--- src/rtl/player_motion.sv ---
// player_motion
//   Per-player kinematics engine: grounded walk, gravity jump, landing
//   recovery and knockback. Positions are wall clamped and, while grounded,
//   kept at least MIN_SEP away from the opponent. All state advances only on
//   the frame tick scen; results appear one clk after the tick.
//
// Ports
//   clk, reset_n      system clock, asynchronous active-low reset
//   scen              frame-tick enable (1-clk pulse)
//   move_left/right   walk direction levels (both high = no direction)
//   jump, knockback   action requests sampled on scen
//   kb_from_right     1: hit came from the right, push left
//   opponent_x        opponent position, for separation and facing
//   pos_x, pos_y      player position (screen y grows downward)
//   vel_y             signed vertical velocity, positive = upward
//   face_right        facing direction
//   airborne          1 while in the AIR state
//   anim_state        IDLE=0 WALK=1 AIR=2 LAND=3 KNOCK=4
//   anim_frame        frame index within the current animation state
//   move_active       1 for the clk after a tick that moved the player
module player_motion #(
    parameter int POS_WIDTH   = 10,
    parameter int START_X     = 40,
    parameter int GROUND_Y    = 400,
    parameter int MIN_X       = 40,
    parameter int MAX_X       = 600,
    parameter int WALK_SPEED  = 2,
    parameter int AIR_SPEED   = 2,
    parameter int JUMP_VEL    = 8,
    parameter int GRAVITY     = 1,
    parameter int LAND_FRAMES = 3,
    parameter int KB_SPEED    = 4,
    parameter int KB_FRAMES   = 6,
    parameter int MIN_SEP     = 32,
    parameter int ANIM_DIV    = 4
) (
    input  logic                 clk,
    input  logic                 reset_n,
    input  logic                 scen,
    input  logic                 move_left,
    input  logic                 move_right,
    input  logic                 jump,
    input  logic                 knockback,
    input  logic                 kb_from_right,
    input  logic [POS_WIDTH-1:0] opponent_x,
    output logic [POS_WIDTH-1:0] pos_x,
    output logic [POS_WIDTH-1:0] pos_y,
    output logic signed [7:0]    vel_y,
    output logic                 face_right,
    output logic                 airborne,
    output logic [2:0]           anim_state,
    output logic [5:0]           anim_frame,
    output logic                 move_active
);

    typedef enum logic [2:0] {
        ST_IDLE  = 3'd0,
        ST_WALK  = 3'd1,
        ST_AIR   = 3'd2,
        ST_LAND  = 3'd3,
        ST_KNOCK = 3'd4
    } state_t;

    // One extra signed bit lets x steps go below zero before clamping.
    localparam int XW = POS_WIDTH + 1;
    localparam int YW = POS_WIDTH + 2;

    localparam logic signed [XW-1:0] WALK_DX    = XW'(WALK_SPEED);
    localparam logic signed [XW-1:0] AIR_DX     = XW'(AIR_SPEED);
    localparam logic signed [XW-1:0] KB_DX      = XW'(KB_SPEED);
    localparam logic signed [XW-1:0] SEP        = XW'(MIN_SEP);
    localparam logic signed [XW-1:0] LEFT_WALL  = XW'(MIN_X);
    localparam logic signed [XW-1:0] RIGHT_WALL = XW'(MAX_X);
    localparam logic signed [YW-1:0] GROUND     = YW'(GROUND_Y);
    localparam logic [POS_WIDTH-1:0] START_POS  = POS_WIDTH'(START_X);
    localparam logic [POS_WIDTH-1:0] GROUND_POS = POS_WIDTH'(GROUND_Y);
    localparam logic [POS_WIDTH-1:0] MIN_POS    = POS_WIDTH'(MIN_X);
    localparam logic [POS_WIDTH-1:0] MAX_POS    = POS_WIDTH'(MAX_X);
    localparam logic signed [7:0]    JUMP_V     = 8'(JUMP_VEL);
    localparam logic signed [7:0]    GRAV       = 8'(GRAVITY);
    localparam logic [7:0]           LAND_CNT   = 8'(LAND_FRAMES);
    localparam logic [7:0]           KB_CNT     = 8'(KB_FRAMES);
    localparam logic [7:0]           DIV_LAST   = 8'(ANIM_DIV - 1);

    state_t                 state, state_nxt;
    logic [POS_WIDTH-1:0]   pos_x_nxt, pos_y_nxt;
    logic signed [7:0]      vel_y_nxt;
    logic signed [XW-1:0]   dx, dx_nxt;
    logic [7:0]             cnt, cnt_nxt;
    logic [7:0]             div_cnt;
    logic                   face_nxt;

    logic                   go_left, go_right;
    logic signed [XW-1:0]   cur_x, opp_x;
    logic signed [XW-1:0]   walk_step, air_step, kb_step;
    logic signed [XW-1:0]   step_x, lim_x, sep_x;
    logic signed [YW-1:0]   y_calc;

    assign go_left  = move_left & ~move_right;
    assign go_right = move_right & ~move_left;
    assign cur_x    = $signed({1'b0, pos_x});
    assign opp_x    = $signed({1'b0, opponent_x});

    // Signed step sizes for the current inputs.
    always_comb begin
        walk_step = '0;
        air_step  = '0;
        if (go_right) begin
            walk_step = WALK_DX;
            air_step  = AIR_DX;
        end else if (go_left) begin
            walk_step = -WALK_DX;
            air_step  = -AIR_DX;
        end
        kb_step = kb_from_right ? -KB_DX : KB_DX;
    end

    // Next state and raw (unclamped) motion. Knockback outranks jump and
    // walk; in AIR it only redirects the horizontal drift. dx doubles as
    // the knockback velocity while in KNOCK.
    always_comb begin
        state_nxt = state;
        step_x    = cur_x;
        pos_y_nxt = pos_y;
        vel_y_nxt = vel_y;
        dx_nxt    = dx;
        cnt_nxt   = cnt;
        y_calc    = $signed({2'b00, pos_y}) - {{(YW-8){vel_y[7]}}, vel_y};

        if (state == ST_AIR) begin
            if (knockback) begin
                dx_nxt = kb_step;
                step_x = cur_x + kb_step;
            end else begin
                step_x = cur_x + dx;
            end
            if (y_calc >= GROUND) begin
                pos_y_nxt = GROUND_POS;
                vel_y_nxt = '0;
                state_nxt = ST_LAND;
                cnt_nxt   = LAND_CNT;
            end else begin
                pos_y_nxt = y_calc[POS_WIDTH-1:0];
                vel_y_nxt = vel_y - GRAV;
            end
        end else if (knockback) begin
            state_nxt = ST_KNOCK;
            cnt_nxt   = KB_CNT;
            dx_nxt    = kb_step;
            step_x    = cur_x + kb_step;
        end else begin
            case (state)
                ST_LAND: begin
                    cnt_nxt = cnt - 8'd1;
                    if (cnt == 8'd1) begin
                        state_nxt = ST_IDLE;
                    end
                end
                ST_KNOCK: begin
                    cnt_nxt = cnt - 8'd1;
                    if (cnt == 8'd1) begin
                        state_nxt = ST_IDLE;
                    end else begin
                        step_x = cur_x + dx;
                    end
                end
                default: begin
                    if (jump) begin
                        state_nxt = ST_AIR;
                        vel_y_nxt = JUMP_V;
                        dx_nxt    = air_step;
                        step_x    = cur_x + air_step;
                    end else if (go_left || go_right) begin
                        state_nxt = ST_WALK;
                        step_x    = cur_x + walk_step;
                    end else begin
                        state_nxt = ST_IDLE;
                    end
                end
            endcase
        end
    end

    // Grounded separation: a step toward the opponent may not end closer
    // than MIN_SEP, but a player already inside that distance stays put
    // rather than being pushed out. The wall clamp is applied last.
    always_comb begin
        lim_x = step_x;
        sep_x = step_x;
        if (state != ST_AIR) begin
            if (cur_x < opp_x && step_x > cur_x) begin
                lim_x = opp_x - SEP;
                if (lim_x < cur_x) begin
                    lim_x = cur_x;
                end
                if (sep_x > lim_x) begin
                    sep_x = lim_x;
                end
            end else if (cur_x > opp_x && step_x < cur_x) begin
                lim_x = opp_x + SEP;
                if (lim_x > cur_x) begin
                    lim_x = cur_x;
                end
                if (sep_x < lim_x) begin
                    sep_x = lim_x;
                end
            end
        end
        if (sep_x < LEFT_WALL) begin
            pos_x_nxt = MIN_POS;
        end else if (sep_x > RIGHT_WALL) begin
            pos_x_nxt = MAX_POS;
        end else begin
            pos_x_nxt = sep_x[POS_WIDTH-1:0];
        end
    end

    // Facing tracks the opponent only while grounded and in control.
    always_comb begin
        face_nxt = face_right;
        if (state == ST_IDLE || state == ST_WALK || state == ST_LAND) begin
            if (pos_x < opponent_x) begin
                face_nxt = 1'b1;
            end else if (pos_x > opponent_x) begin
                face_nxt = 1'b0;
            end
        end
    end

    always_ff @(posedge clk or negedge reset_n) begin
        if (!reset_n) begin
            state       <= ST_IDLE;
            pos_x       <= START_POS;
            pos_y       <= GROUND_POS;
            vel_y       <= '0;
            dx          <= '0;
            cnt         <= '0;
            face_right  <= 1'b1;
            anim_frame  <= '0;
            div_cnt     <= '0;
            move_active <= 1'b0;
        end else begin
            move_active <= scen && ((pos_x_nxt != pos_x) || (pos_y_nxt != pos_y));
            if (scen) begin
                state      <= state_nxt;
                pos_x      <= pos_x_nxt;
                pos_y      <= pos_y_nxt;
                vel_y      <= vel_y_nxt;
                dx         <= dx_nxt;
                cnt        <= cnt_nxt;
                face_right <= face_nxt;
                // Animation restarts on every state change.
                if (state_nxt != state) begin
                    anim_frame <= '0;
                    div_cnt    <= '0;
                end else if (div_cnt == DIV_LAST) begin
                    div_cnt    <= '0;
                    anim_frame <= anim_frame + 6'd1;
                end else begin
                    div_cnt <= div_cnt + 8'd1;
                end
            end
        end
    end

    assign airborne   = (state == ST_AIR);
    assign anim_state = state;

endmodule

--- config.mk ---
export PLATFORM = sky130hd
export DESIGN_NAME = player_motion
export DESIGN_NICKNAME = d
export VERILOG_FILES = /design/src/rtl/player_motion.sv
export SDC_FILE = /design/constraint.sdc
export NUM_CORES = 1
export LEC_CHECK = 0
export BUFFER_PORTS_ARGS = -buffer_cell sky130_fd_sc_hd__buf_2
export CAP_MARGIN = 20
export CELL_PAD_IN_SITES_DETAIL_PLACEMENT = 1
export CELL_PAD_IN_SITES_GLOBAL_PLACEMENT = 2
export CORE_AREA = 3 3 145 147
export CTS_BUF_LIST = sky130_fd_sc_hd__clkbuf_2 sky130_fd_sc_hd__clkbuf_4 sky130_fd_sc_hd__clkbuf_8
export DETAILED_ROUTE_END_ITERATION = 7
export DIE_AREA = 0 0 148 150
export GPL_ROUTABILITY_DRIVEN = 0
export PLACE_DENSITY = 0.9
export SLEW_MARGIN = 20
export SYNTH_ARGS = -nofsm -noshare
export SYNTH_HDL_FRONTEND = slang
export SYNTH_SLANG_ARGS = --single-unit
--- constraint.sdc ---
create_clock -name clk -period 14.55 [get_ports clk]
set_clock_uncertainty 0.15 [all_clocks]
set_input_delay 0.7275 -clock clk [delete_from_list [all_inputs] [get_ports clk]]
set_output_delay 0.7275 -clock clk [all_outputs]
set_load 0.02 [all_outputs]
==> results.sh, run 1 <==
export IMPL_antenna_found_initial=0
export IMPL_cpMostUsedCell="o21ai_0"
export IMPL_layout_common_cells="nor2_1, ha_1, nand2_1"
export IMPL_cts_hold_buf=0
export IMPL_io_buffer_count=57
export IMPL_clock_latency_ns=0.35
export IMPL_cts_tree="done"
export IMPL_yosysSeqAreaShare_pct=18.0
export IMPL_grt_pass1_wl_mm=45.5
export IMPL_fp_coreArea_sq_um=20000
export IMPL_setup_tns_ns=0
export IMPL_cts_sinks=58
export IMPL_dieArea_sq_um=22200
export IMPL_num_rows=52
export IMPL_ys_types=103
export IMPL_gr_total_overflow=0
export IMPL_post_dp_hpwl_mm=21.8
export IMPL_worstMarginPinSlew_ns=1.10
export IMPL_grtUsageMet2_pct=40.6
export IMPL_wl_per_cell_um=21.0
export IMPL_die_w_um=148
export IMPL_viasPerCell=6.22
export IMPL_ys_flop_type="dfrtp_1"
export IMPL_vias=8407
export IMPL_crit_fanout=19
export IMPL_syn_inst=1047
export IMPL_drive_gt1_share_pct=11.9
export IMPL_ctsResizeCount=0
export IMPL_rsz0062_at_grt="false"
export IMPL_layout_cells_most_common="nor2_1"
export IMPL_worstHoldStart="pos_y[8]"
export IMPL_cp_slowest_cell="dfrtp_1"
export IMPL_syn_area_sq_um=8090
export IMPL_n_antenna_cell=0
export IMPL_outcome="finished, final reports clean"
export IMPL_drv_slew=0
export IMPL_worstHoldPathType="register to register"
export IMPL_crit_required_ns=14.62
export IMPL_hold_violations=0
export IMPL_detail_route_antenna_nets=0
export IMPL_h_tree_depth=3
export IMPL_cts_setup_buffers=0
export IMPL_clock_path_buffers=2
export IMPL_slew_limit_headroom_pct=25.9
export IMPL_drt_initial_drc_count=609
export IMPL_cap_violations=0
export IMPL_synthArstFlopShare_pct=100
export IMPL_syn_to_final_growth_pct=8.85
export IMPL_busiest_layer="met2"
export IMPL_first_pass_iters=6
export IMPL_setup_violations_final=0
export IMPL_period_share_pct=54.2
export IMPL_grtUsageTotal_pct=25.3
export IMPL_crit_type="register to register"
export IMPL_grtUsageMet1_pct=35.6
export IMPL_cts_root_buf="clkbuf_8"
export IMPL_nets=1191
export IMPL_grt_max_degree=59
export IMPL_crit_arrival_ns=7.96
export IMPL_syn_nets=1162
export IMPL_synth_edff_count=0
export IMPL_ys_ff_latch=58
export IMPL_setup_worst_path_start="pos_x[2]"
export IMPL_syn_area_per_cell_sq_um=7.73
export IMPL_max_clock_freq_mhz=127
export IMPL_initial_core_util_pct=40.4
export IMPL_r2r_start="pos_x[2]"
export IMPL_startpoint_type="register"
export IMPL_grt_pass1_vias=8316
export IMPL_wirelength_mm=28.4
export IMPL_layout_min_cycle_time_ns=7.89
export IMPL_end_kind="register"
export IMPL_slowest_delay_ns=0.91
export IMPL_io_pins=58
export IMPL_drc=0
export IMPL_die_h_um=150
export IMPL_grt_use_met3_pct=2.94
export IMPL_yosys_warnings=0
export IMPL_cts_buffers_inserted=9
export IMPL_path_clk_slew_ns=0.07
cell usage after synthesis, types with 7 or more instances:
cell type    n  area share, %
a211oi_1     8           0.74
a21o_1      12            1.1
a21oi_1     66            4.1
a22oi_1      7           0.65
a31oi_1     17            1.3
and3_1      13            1.0
buf_2        8           0.49
clkbuf_1    30            1.4
dfrtp_1     52             16
ha_1        94             15
inv_1       64            3.0
mux2i_1     25            3.1
nand2_1     75            3.5
nand2b_1    20            1.5
nand3_1     34            2.1
nand4_1     15            1.2
nor2_1     100            4.6
nor2b_1     15            1.2
nor3_1      34            2.1
nor4_1       7           0.54
o211ai_1    17            1.6
o21a_1      11            1.0
o21ai_0     70            4.3
o22ai_1     11           0.85
o31ai_1     15            1.4
or3_1       10           0.77
xnor2_1     25            2.7
xor2_1      18            1.9
metal layers:
metal	vias to the layer above	share of wire, %
met4	0	2.9
met3	48	5.0
li1	3991	-
met2	222	45
met5	-	0
met1	4146	47
worst paths after layout:
kind | slack [ns] | cells after the start | to
max | 6.66 | 29 | move_active
min | 0.37 | 2 | pos_y[8]
max reg2reg | 6.66 | 29 | move_active
min reg2reg | 0.37 | 2 | pos_y[8]
max in group asynchronous | 13.31 | 2 | move_active
min in group asynchronous | 0.39 | 2 | cnt[1]
final cells by class:
cell class                      instances  area (sq um)
Clock buffer                           12           165
Sequential cell                        58          1460
Tap cell                              270           338
Multi-Input combinational cell        879          6200
Clock inverter                          4          72.6
Fill cell                            2549         11200
Inverter                               65           244
Timing Repair Buffer                   63           330
worst max-delay path, delay by kind of cell, from the launching register on:
family                   cells  cell delay (ns)
AO/OA/AOI/OAI               15             3.21
adder cells (fa/ha/maj)      3             0.97
flip-flops                   1             0.91
AND/OR/NAND/NOR              9             1.40
multiplexers                 1             0.73
buffers and inverters        1             0.37
flip-flops by register name, summed over array words and instances, names as in the netlist:
| register | count |
|---|---|
| move_active | 1 |
| anim_state | 3 |
| face_right | 1 |
| pos_x | 10 |
| vel_y | 8 |
| cnt | 8 |
| pos_y | 10 |
| div_cnt | 8 |
| anim_frame | 6 |
| dx | 3 |
metrics by stage:
stage	utilization (%)	instance area [sq um]	cells	hold WS [ns]	worst slack, ns
after floorplan	-	8090	1047	0.282	7.83
after global placement	42.8	8570	1335	0.352	7.01
after detailed placement	42.8	8570	1335	0.362	6.73
after CTS	43.9	8810	1351	0.373	6.77
after global routing	43.9	8810	1351	0.403	6.16
final	43.9	8810	1351	0.368	6.66
kinds of logic after synthesis:
family | after synthesis | synth area share [%]
buf+inv | 110 | 5.37
flops | 58 | 18.0
fa+ha+maj | 98 | 15.4
mux | 30 | 3.79
xor+xnor | 43 | 4.66
compound gates | 332 | 28.8
simple gates | 376 | 24.0
Power of run 1 is not shown: default switching activity piles up to over one toggle a cycle in this logic, so the estimate is an artifact.
==> run 2, diff against run 1 <==
ABC_AREA = 1   (was default)
CORE_AREA = 3 3 155 157   (was 3 3 145 147)
DIE_AREA = 0 0 158 160   (was 0 0 148 150)
PLACE_DENSITY = 0.84   (was 0.9)
clock period = 7.9 ns   (was 14.55 ns; I/O delays follow)
==> results.sh, run 2 <==
export IMPL_grt_pass1_vias=8448
export IMPL_synth_compound_area_share_pct=16.1
export IMPL_syn_area_sq_um=7890
export IMPL_detail_route_antenna_nets=0
export IMPL_synthXorXnorAreaFrac_pct=3.67
export IMPL_cts_setup_buffers=0
export IMPL_setup_violations_final=0
export IMPL_cap_violations=0
export IMPL_cp_slowest_cell="dfstp_2"
export IMPL_rr_endpoint="move_active"
export IMPL_endpoint="move_active"
export IMPL_reg_top3="pos_x: 10 flops, pos_y: 10 flops"
export IMPL_yosysTopAreaCellShare_pct=16.5
export IMPL_initial_core_util_pct=34.8
export IMPL_die_h_um=160
export IMPL_nets=1401
export IMPL_n_antenna_cell=0
export IMPL_vias=8412
export IMPL_dieArea_sq_um=25300
export IMPL_fillers=3029
export IMPL_holdWs_ns=0.0525
export IMPL_layout_min_cycle_time_ns=6.88
export IMPL_synthArstFlopShare_pct=100
export IMPL_setup_tns_ns=0
export IMPL_post_dp_hpwl_mm=22.9
export IMPL_antenna_found_initial=0
export IMPL_syn_area_per_cell_sq_um=6.41
export IMPL_period_share_pct=87.1
export IMPL_synth_simple_gate_area_share_pct=35.0
export IMPL_clock_latency_ns=0.36
export IMPL_cpMostUsedCell="nand2_1"
export IMPL_synth_edff_count=0
export IMPL_crit_type="register to register"
export IMPL_grt_max_degree=59
export IMPL_rsz0062_at_grt="false"
export IMPL_outcome="finished, final reports clean"
export IMPL_yosysSeqAreaShare_pct=18.5
export IMPL_viasPerCell=5.34
export IMPL_drc=0
export IMPL_synthAdderAreaFrac_pct=15.7
export IMPL_ys_top_cells_by_count="nand2_1, inv_1, ha_1"
export IMPL_end_kind="register"
export IMPL_wirelength_mm=28.7
export IMPL_synth_top_family_by_area="simple AND/OR/NAND/NOR gates"
export IMPL_ctsResizeCount=0
export IMPL_setup_worst_path_start="pos_x[5]"
export IMPL_drv_slew=0
export IMPL_grt_pass1_wl_mm=46.3
export IMPL_max_clock_freq_mhz=145
export IMPL_grtUsageTotal_pct=23.0
export IMPL_drive_gt1_share_pct=12.5
export IMPL_yosys_warnings=0
export IMPL_cts_hold_buf=0
export IMPL_layout_cells_most_common="nand2_1"
export IMPL_path_clk_slew_ns=0.07
export IMPL_reg2reg_depth=34
export IMPL_wl_per_cell_um=18.2
export IMPL_layout_common_cells="nand2_1, inv_1, ha_1"
export IMPL_yosysMostFrequentCell="nand2_1"
export IMPL_slowest_delay_ns=0.71
export IMPL_crit_required_ns=7.99
export IMPL_slew_limit_headroom_pct=38.4
export IMPL_crit_fanout=20
export IMPL_cts_buffers_inserted=9
export IMPL_ys_flop_type="dfrtp_1"
export IMPL_cts_sinks=58
export IMPL_rrSetupSlack_ns=1.02
export IMPL_synth_mux_area_share_pct=0
export IMPL_gr_total_overflow=0
export IMPL_cts_root_buf="clkbuf_8"
export IMPL_startpoint_type="register"
export IMPL_worstHoldPathType="primary input to asynchronous set/reset pin"
export IMPL_synth_top_cell_by_area="dfrtp_1"
export IMPL_h_tree_depth=3
export IMPL_syn_inst=1230
export IMPL_fp_coreArea_sq_um=22600
export IMPL_drt_initial_drc_count=431
export IMPL_yosys_top_cells_area="dfrtp_1, ha_1, nand2_1"
export IMPL_worstMarginPinSlew_ns=0.923
export IMPL_syn_to_final_growth_pct=9.62
export IMPL_clock_path_buffers=2
export IMPL_cts_tree="done"
export IMPL_ys_ff_latch=58
export IMPL_die_w_um=158
export IMPL_hold_violations=0
export IMPL_ys_types=52
export IMPL_r2r_start="pos_x[5]"
export IMPL_num_rows=55
export IMPL_io_pins=58
export IMPL_io_buffer_count=57
export IMPL_syn_nets=1345
export IMPL_first_pass_iters=5
export IMPL_crit_arrival_ns=6.98
[run 2: cell count changes in the layout (fill, tap and decap cells not counted), moves of 13 or more]
cell,previous run,this run
nor2b_1,15,0
nor3_1,34,21
o31ai_1,15,2
inv_2,1,18
xnor2_1,25,7
inv_1,64,170
nand2_2,0,20
nand2b_1,20,0
nand4_1,15,28
mux2i_1,25,0
nand2_1,75,313
nand3_1,34,86
[run 2: area by class of cell]
| type | count | area, sq um | area share (%) |
|---|---|---|---|
| clock buffers | 13 | 160 | 1.85 |
| clock inverters | 3 | 15.0 | 0.174 |
| flip-flops and latches | 58 | 1460 | 16.9 |
| well taps | 285 | 357 | 4.13 |
| multi-input cells | 956 | 5550 | 64.3 |
| inverters | 192 | 723 | 8.37 |
| repair buffers | 69 | 375 | 4.34 |
[run 2: logic make-up after synthesis]
| family | count (synthesis) |
|---|---|
| buf+inv | 216 |
| simple gates | 607 |
| flops | 58 |
| xor+xnor | 33 |
| fa+ha+maj | 97 |
| compound gates | 219 |
[run 2: worst min-delay path by stage]
stage	startpoint	endpoint
final	reset_n	div_cnt[6]
after global routing	reset_n	div_cnt[6]
after CTS	reset_n	div_cnt[6]
after detailed placement	dx[1]	dx[1]
after global placement	dx[1]	dx[1]
after floorplan	reset_n	anim_frame[0]
[run 2: critical path, delay by kind of cell (launching register included)]
family,cells,cell delay (ns)
simple gates,20,2.61
compound gates,7,1.76
fa+ha+maj,3,0.96
flops,1,0.71
buf+inv,3,0.37
xor+xnor,1,0.20
[run 2: routing by layer]
| layer | global-route usage, % | up-vias | wire length, um |
|---|---|---|---|
| met5 | 0 | - | 0 |
| met4 | 4.34 | 0 | 299 |
| met3 | 2.87 | 20 | 1030 |
| met2 | 39.6 | 149 | 13900 |
| met1 | 31.0 | 4060 | 13400 |
| li1 | - | 4183 | - |
[run 2: per-stage QoR]
stage	utilization (%)	cell area [sq um]	worst slack (ns)	instances
3_5_place_dp	37.4	8470	1.07	1560
4_1_cts	38.2	8640	1.04	1576
6_report	38.2	8640	1.02	1576
3_3_place_gp	37.4	8470	1.02	1560
5_1_grt	38.2	8640	0.398	1576
2_1_floorplan	-	7890	2.47	1230
Power of run 2 is left out for the same reason.
==> run 3, diff against run 2 <==
CELL_PAD_IN_SITES_GLOBAL_PLACEMENT = 1   (was 2)
CORE_AREA = 3 3 137 139   (was 3 3 155 157)
DIE_AREA = 0 0 140 142   (was 0 0 158 160)
==> results.sh, run 3 (synthesis gave the netlist of run 2 again) <==
export IMPL_slew_limit_headroom_pct=42.3
export IMPL_first_pass_iters=5
export IMPL_viasPerCell=5.69
export IMPL_antenna_found_initial=0
export IMPL_slowest_delay_ns=0.76
export IMPL_wl_per_cell_um=18.3
export IMPL_fillers=2510
export IMPL_cpMostUsedCell="nand2_1"
export IMPL_grt_max_degree=59
export IMPL_rsz0062_at_grt="false"
export IMPL_grt_pass1_vias=8895
export IMPL_max_clock_freq_mhz=144
export IMPL_nets=1398
export IMPL_post_dp_hpwl_mm=21.9
export IMPL_syn_to_final_growth_pct=8.43
export IMPL_setup_violations_final=0
export IMPL_critPathBufInv=3
export IMPL_detail_route_antenna_nets=0
export IMPL_drive_gt1_share_pct=12.3
export IMPL_hold_violations=0
export IMPL_path_clk_slew_ns=0.08
export IMPL_crit_fanout=20
export IMPL_crit_type="register to register"
export IMPL_layout_min_cycle_time_ns=6.92
export IMPL_clock_path_buffers=2
export IMPL_wirelength_mm=27.8
export IMPL_cap_violations=0
export IMPL_critical_path_top_delay_family="simple AND/OR/NAND/NOR gates"
export IMPL_setup_tns_ns=0
export IMPL_io_pins=58
export IMPL_initial_core_util_pct=44.3
export IMPL_layout_cells_most_common="nand2_1"
export IMPL_layout_common_cells="nand2_1, inv_1, ha_1"
export IMPL_cts_hold_buf=0
export IMPL_worstMarginPinSlew_ns=0.864
export IMPL_n_antenna_cell=0
export IMPL_grt_pass1_wl_mm=45.5
export IMPL_cts_tree="done"
export IMPL_ctsResizeCount=0
export IMPL_drc=0
export IMPL_drt_initial_drc_count=424
export IMPL_drv_slew=0
export IMPL_fp_coreArea_sq_um=17800
export IMPL_cts_buffers_inserted=9
export IMPL_grtUsageTotal_pct=28.1
export IMPL_vias=8626
export IMPL_gr_total_overflow=0
export IMPL_period_share_pct=87.6
export IMPL_h_tree_depth=3
export IMPL_crit_required_ns=7.97
export IMPL_startpoint_type="register"
export IMPL_die_h_um=142
export IMPL_crit_arrival_ns=6.99
export IMPL_dieArea_sq_um=19900
export IMPL_clock_latency_ns=0.35
export IMPL_worstHoldPathType="primary input to asynchronous set/reset pin"
export IMPL_reg_top3="pos_x: 10 flops, pos_y: 10 flops"
export IMPL_cts_setup_buffers=0
export IMPL_outcome="finished, final reports clean"
export IMPL_cts_sinks=58
export IMPL_cts_root_buf="clkbuf_8"
export IMPL_cp_slowest_cell="dfstp_2"
export IMPL_die_w_um=140
export IMPL_num_rows=49
export IMPL_io_buffer_count=57
export IMPL_end_kind="register"
==> run 3: changes by cell type in the layout (fill, tap and decap cells not counted), sizes merged <==
cell / previous run / this run
clkbuf: 13 / 12
buf: 69 / 66
==> run 3: path summary, 6_finish.rpt <==
kind | to | slack [ns] | depth (start not counted) | start
min in group clk | pos_x[5] | 0.34 | 3 | scen
worst max-delay path | move_active | 0.98 | 34 | pos_x[5]
max in group asynchronous | move_active | 7.01 | 2 | reset_n
worst min-delay path | div_cnt[6] | 0.05 | 2 | reset_n
worst max register to register | move_active | 0.98 | 34 | pos_x[5]
worst min register to register | div_cnt[0] | 0.39 | 1 | div_cnt[0]
==> run 3: cell type report <==
type | instances | area, sq um | area share (%)
multi-input cells | 956 | 5550 | 65.0
inverters | 192 | 723 | 8.46
repair buffers | 66 | 353 | 4.13
flip-flops and latches | 58 | 1460 | 17.1
clock inverters | 3 | 15.0 | 0.176
well taps | 229 | 287 | 3.35
clock buffers | 12 | 159 | 1.86
==> run 3: through the flow <==
stage | setup slack [ns] | util, % | cell area [sq um] | std cells | hold WS, ns
2_1_floorplan | 2.47 | - | 7890 | 1230 | -0.0506
3_5_place_dp | 1.09 | 47.1 | 8380 | 1501 | 0.329
6_report | 0.979 | 48.1 | 8550 | 1516 | 0.0479
3_3_place_gp | 1.15 | 47.1 | 8380 | 1501 | 0.329
4_1_cts | 1.11 | 48.1 | 8550 | 1516 | 0.0727
5_1_grt | 0.415 | 48.1 | 8550 | 1516 | 0.0945
==> run 3: worst reg2reg max path, delay by kind of cell (launching register included) <==
| family | cells | cell delay, ns |
|---|---|---|
| compound gates | 7 | 1.71 |
| xor+xnor | 1 | 0.17 |
| fa+ha+maj | 3 | 0.99 |
| buf+inv | 3 | 0.36 |
| flops | 1 | 0.76 |
| simple gates | 20 | 2.72 |
==> run 3: routing by layer <==
metal,global-route usage (%),share of wire [%],vias up
li1,-,-,4190
met1,35.2,44,4174
met2,49.8,49,212
met3,4.07,4.4,50
met4,9.13,2.7,0
met5,0,0,-
Power of run 3 is left out for the same reason.
